File: src/rtl/ps2_rx_frame.sv
`default_nettype none
// ============================================================================
// Module  : ps2_rx_frame
// Brief   : PS/2 device-to-host receiver: pin sync, clock deglitch, 11-bit
//           frame deframing with watchdog. Optional macro
//           PS2_RX_PARITY_CHECK_EN enables odd-parity rejection.
// Revision: 1.0 - initial release
// ============================================================================
module ps2_rx_frame #(
    parameter int SYNC_STAGES = 2,
    parameter int FILTER_LEN  = 8,
    parameter int TIMEOUT_CYC = 200000
) (
    input  logic       clk,
    input  logic       reset,
    input  logic       PS2_clk,
    input  logic       PS2_dat,
    output logic [7:0] data,
    output logic       R_O,
    output logic       err,
    output logic       busy
);

    localparam int c_FW = $clog2(FILTER_LEN + 1);
    localparam int c_TW = $clog2(TIMEOUT_CYC + 1);

    localparam logic [1:0] c_ST_IDLE   = 2'd0;
    localparam logic [1:0] c_ST_DATA   = 2'd1;
    localparam logic [1:0] c_ST_PARITY = 2'd2;
    localparam logic [1:0] c_ST_STOP   = 2'd3;

    logic [SYNC_STAGES-1:0] r_clk_sync;
    logic [SYNC_STAGES-1:0] r_dat_sync;
    logic [c_FW-1:0]        r_filt_cnt;
    logic                   r_clk_filt;
    logic                   r_clk_filt_d;
    logic [1:0]             r_state;
    logic [2:0]             r_bit_cnt;
    logic [7:0]             r_shift;
    logic [c_TW-1:0]        r_to_cnt;

    logic       w_clk_s;
    logic       w_dat_s;
    logic       w_strobe;
    logic       w_timeout;
    logic       w_stop_ok;
    logic       w_frame_ok;
    logic       w_frame_bad;
    logic [1:0] w_state_next;
    logic [2:0] w_bit_cnt_next;
    logic [7:0] w_shift_next;
    logic [7:0] w_data_next;
    logic       w_ro_next;
    logic       w_err_next;
    logic       w_busy_next;

    assign w_clk_s  = r_clk_sync[SYNC_STAGES-1];
    assign w_dat_s  = r_dat_sync[SYNC_STAGES-1];
    assign w_strobe = r_clk_filt_d & ~r_clk_filt;

    always_ff @(posedge clk or negedge reset) begin
        if (!reset) begin
            r_clk_sync   <= '1;
            r_dat_sync   <= '1;
            r_filt_cnt   <= '0;
            r_clk_filt   <= 1'b1;
            r_clk_filt_d <= 1'b1;
        end else begin
            r_clk_sync   <= {r_clk_sync[SYNC_STAGES-2:0], PS2_clk};
            r_dat_sync   <= {r_dat_sync[SYNC_STAGES-2:0], PS2_dat};
            r_clk_filt_d <= r_clk_filt;
            // Run length of samples disagreeing with the accepted level
            if (w_clk_s == r_clk_filt) begin
                r_filt_cnt <= '0;
            end else if (r_filt_cnt == c_FW'(FILTER_LEN - 1)) begin
                r_clk_filt <= w_clk_s;
                r_filt_cnt <= '0;
            end else begin
                r_filt_cnt <= r_filt_cnt + 1'b1;
            end
        end
    end

`ifdef PS2_RX_PARITY_CHECK_EN
    logic r_parity;
    always_ff @(posedge clk or negedge reset) begin
        if (!reset)
            r_parity <= 1'b0;
        else if (w_strobe && r_state == c_ST_PARITY)
            r_parity <= w_dat_s;
    end
    assign w_stop_ok = w_dat_s & (^{r_shift, r_parity});
`else
    assign w_stop_ok = w_dat_s;
`endif

    assign w_timeout = (r_state != c_ST_IDLE) && !w_strobe &&
                       (r_to_cnt == c_TW'(TIMEOUT_CYC - 1));

    // State register and frame datapath
    always_ff @(posedge clk or negedge reset) begin
        if (!reset) begin
            r_state   <= c_ST_IDLE;
            r_bit_cnt <= 3'd0;
            r_shift   <= 8'h00;
            r_to_cnt  <= '0;
        end else begin
            r_state   <= w_state_next;
            r_bit_cnt <= w_bit_cnt_next;
            r_shift   <= w_shift_next;
            if (r_state == c_ST_IDLE || w_strobe || w_timeout)
                r_to_cnt <= '0;
            else
                r_to_cnt <= r_to_cnt + 1'b1;
        end
    end

    // Next-state logic
    always_comb begin
        w_state_next   = r_state;
        w_bit_cnt_next = r_bit_cnt;
        w_shift_next   = r_shift;
        w_frame_ok     = 1'b0;
        w_frame_bad    = 1'b0;
        if (w_timeout) begin
            w_state_next   = c_ST_IDLE;
            w_bit_cnt_next = 3'd0;
        end else if (w_strobe) begin
            case (r_state)
                c_ST_IDLE: begin
                    if (!w_dat_s) begin
                        w_state_next   = c_ST_DATA;
                        w_bit_cnt_next = 3'd0;
                    end
                end
                c_ST_DATA: begin
                    w_shift_next = {w_dat_s, r_shift[7:1]};
                    if (r_bit_cnt == 3'd7) begin
                        w_state_next   = c_ST_PARITY;
                        w_bit_cnt_next = 3'd0;
                    end else begin
                        w_bit_cnt_next = r_bit_cnt + 3'd1;
                    end
                end
                c_ST_PARITY: w_state_next = c_ST_STOP;
                default: begin
                    w_frame_ok   = w_stop_ok;
                    w_frame_bad  = ~w_stop_ok;
                    w_state_next = c_ST_IDLE;
                end
            endcase
        end
    end

    // Output decode, registered below
    always_comb begin
        w_ro_next   = w_frame_ok;
        w_err_next  = w_frame_bad | w_timeout;
        w_busy_next = (w_state_next != c_ST_IDLE);
        w_data_next = w_frame_ok ? r_shift : data;
    end

    always_ff @(posedge clk or negedge reset) begin
        if (!reset) begin
            data <= 8'h00;
            R_O  <= 1'b0;
            err  <= 1'b0;
            busy <= 1'b0;
        end else begin
            data <= w_data_next;
            R_O  <= w_ro_next;
            err  <= w_err_next;
            busy <= w_busy_next;
        end
    end

endmodule
`default_nettype wire

File: config.mk
export PLATFORM = sky130hd
export DESIGN_NAME = ps2_rx_frame
export DESIGN_NICKNAME = d
export VERILOG_FILES = /design/src/rtl/ps2_rx_frame.sv
export SDC_FILE = /design/constraint.sdc
export NUM_CORES = 1
export LEC_CHECK = 0
export BUFFER_PORTS_ARGS = -buffer_cell sky130_fd_sc_hd__buf_2
export CORE_MARGIN = 2
export CORE_UTILIZATION = 60
export CTS_BUF_LIST = sky130_fd_sc_hd__clkbuf_4
export DETAILED_ROUTE_END_ITERATION = 16
export PLACE_DENSITY = 0.79
export SLEW_MARGIN = 20
export SYNTH_ARGS = -nofsm -noshare
export SYNTH_HDL_FRONTEND = slang
export SYNTH_SLANG_ARGS = --single-unit
File: constraint.sdc
create_clock -name clk -period 4.45 [get_ports clk]
set_input_delay 0.6675 -clock clk [delete_from_list [all_inputs] [get_ports clk]]
set_output_delay 0.6675 -clock clk [all_outputs]
set_load 0.02 [all_outputs]
==> flow_metrics.tcl <==
set metrics [dict create \
    synth_cell_type_count 39 \
    n_antenna_cell 0 \
    numCtsBuffers 5 \
    gr-total-overflow 0 \
    grt_pass1_vias 1374 \
    r2r_slack_ns 2.69 \
    p_leak_nw 1.13 \
    drt_iter0_markers 96 \
    cts_hold_buffers 0 \
    crit_buf_inv 0 \
    grt_use_total_pct 19.7 \
    skew_ns 0.0128 \
    yosysSeqAreaShare_pct 56.6 \
    r2r_end "r_to_cnt[8]" \
    cpPeakStageDelay_ns 0.48 \
    fp-row-count 22 \
    fin_crit_sh_pct 39.6 \
    synth_ff_type "dfrtp_1" \
    drive_gt1_share_pct 26.1 \
    synth-edff-count 0 \
    wl_per_cell_um 14.2 \
    grt_max_degree 53 \
    fmaxAchievable_mhz 568 \
    drtPass1Iterations 4 \
    synth_nets 202 \
    cts.sinks 52 \
    post_cts_resized 0 \
    crit_chain "and4_1, nand4_4, o21bai_4, nor2_1" \
    synthCells 194 \
    layout_commonest_cell "dfrtp_1" \
    num_vias 1446 \
    ys_ff_latch 52 \
    via_per_inst 5.58 \
    ant_nets 0 \
    syn_area_um2 2310 \
    fillers 279 \
    core_area_um2 3690 \
    worst_hold_slack_ns 0.297 \
    fin_util_pct 66.5 \
    cts_setup_buffers 0 \
    multi_input_area_um2 932 \
    worstPathRequired_ns 4.70 \
    synth.avg_cell_area_um2 11.9 \
    dp_hpwl_um 2560 \
    final_nets 218 \
    htreeDepth 2 \
    die_area_um2 4360 \
    mostFrequentLayoutCells "dfrtp_1, nor2_1, mux2_2" \
    cellPowerDensity_nw_per_um2 407 \
    worst_slew_pin_slew_ns 0.613 \
    worstPathArrival_ns 2.01 \
    place_ws_ns 2.70 \
    synth.area.top_cells "dfrtp_1, mux2_2, dfstp_2" \
    cts_root_buffer "clkbuf_4" \
    die_x_um 66.1 \
    pin_count 15 \
    yosys_warnings 0 \
    critical_path.top_delay_family "simple AND/OR/NAND/NOR gates" \
    setup_viol 0 \
    ff2ff_path_depth 4 \
    finalMaxSlewViolations 0 \
    hold_viol 0 \
    cp-end-kind "register" \
    clk_latency_ns 0.37 \
    drc 0 \
    setup_tns_ns 0 \
    critical_path_depth 4 \
    antenna_found_initial 0 \
    yosysTopAreaCell "dfrtp_1" \
    portBuffers 14 \
    synth_top_area_share_pct 49.8 \
    seq_area_um2 1310 \
    crit_path_top_delay_cell "dfrtp_1" \
    die_h_um 66.1 \
    worst-setup-path-type "register to register" \
    r2r-start "r_to_cnt[2]" \
    cts.path.max_buffers 2 \
    rsz0062_at_grt "no" \
    grt_pass1_wl_um 6410 \
    min_path_type "input port to async pin" \
    routed_wl_um 3680 \
    relSlewSlack_pct 59.1 \
    critPathLaunchType "register" \
    routabilityCongestion 0.861 \
    clkTransAtPathRegs_ns 0.14 \
    initial_core_util_pct 62.7 \
    cts_tree "built" \
    fin_ws_ns 2.69 \
    cp_max_fo 17 \
    fin_crit_ns 1.76 \
    postSynth.asyncResetShare_pct 100 \
    status "completed" \
    max-vdd-ir-drop_mv 0.194 \
    synthToLayoutAreaGrowth_pct 6.17 \
    maxCapViolCount 0 \
]
[registers in the layout, summed over array words and instances (netlist names), 2 cells and up]
| register | count |
|---|---|
| r_filt_cnt | 4 |
| r_shift | 8 |
| data | 8 |
| r_state | 2 |
| r_clk_sync | 2 |
| r_dat_sync | 2 |
| r_bit_cnt | 3 |
| r_to_cnt | 18 |
[cell usage after synthesis, types with 2 or more instances]
| cell | n |
|---|---|
| nand3_1 | 8 |
| nor4_1 | 5 |
| o21ai_0 | 2 |
| nor3_2 | 2 |
| nand2_1 | 12 |
| ha_1 | 4 |
| o22ai_1 | 2 |
| inv_1 | 5 |
| a21oi_1 | 4 |
| xnor2_1 | 8 |
| xor2_1 | 9 |
| nor3_1 | 4 |
| nor2_1 | 27 |
| mux2_2 | 17 |
| buf_6 | 3 |
| nand4_1 | 9 |
| dfstp_2 | 6 |
| dfrtp_1 | 46 |
[how the worst max path moves through the flow]
stage / start / end / slack, ns
after floorplan: r_clk_filt_d / r_to_cnt[13] / 2.90
after global placement: r_clk_filt_d / r_to_cnt[11] / 2.84
after global routing: r_to_cnt[2] / r_to_cnt[8] / 2.52
after CTS: r_to_cnt[2] / r_to_cnt[9] / 2.67
after detailed placement: r_to_cnt[2] / r_to_cnt[13] / 2.70
final: r_to_cnt[2] / r_to_cnt[8] / 2.69
[kinds of logic after synthesis]
kind of cell               synth area share (%)
AOI/OAI and AO/OA                          4.28
xor gates and xnor gates                   6.44
adders and majority gates                  2.17
buffers and inverters                      3.03
DFF                                        56.6
muxes                                      8.72
and+or+nand+nor                            18.7
[per-stage QoR]
step           area (um2)  power [mW]  cells
2_1_floorplan        2310       0.752    194
3_3_place_gp         2390       0.778    251
3_5_place_dp         2390       0.797    251
4_1_cts              2450        1.01    259
5_1_grt              2450        1.07    259
6_report             2450       0.999    259
[layout make-up]
cell class,count,share of cell area [%]
repair buffers,14,2.96
well taps,48,2.45
clock inverters,2,0.663
inverters,5,0.765
clock buffers,6,1.84
flip-flops and latches,52,53.3
multi-input cells,132,38.0
[layer usage]
layer / track usage, % / vias up / part of all wire (%)
met2: 31.4 / 30 / 50
met5: 0 / - / 0
met1: 25.6 / 701 / 44
met4: 8.42 / 0 / 1.8
li1: - / 709 / -
met3: 5.11 / 6 / 3.9
[report_power, final]
group | switching (mW) | leakage, nW | internal (mW)
logic | 0.124 | 0.402 | 0.0827
registers | 0.0464 | 0.695 | 0.533
clock network | 0.143 | 0.0319 | 0.0692
(Power assumes the default switching activity.)
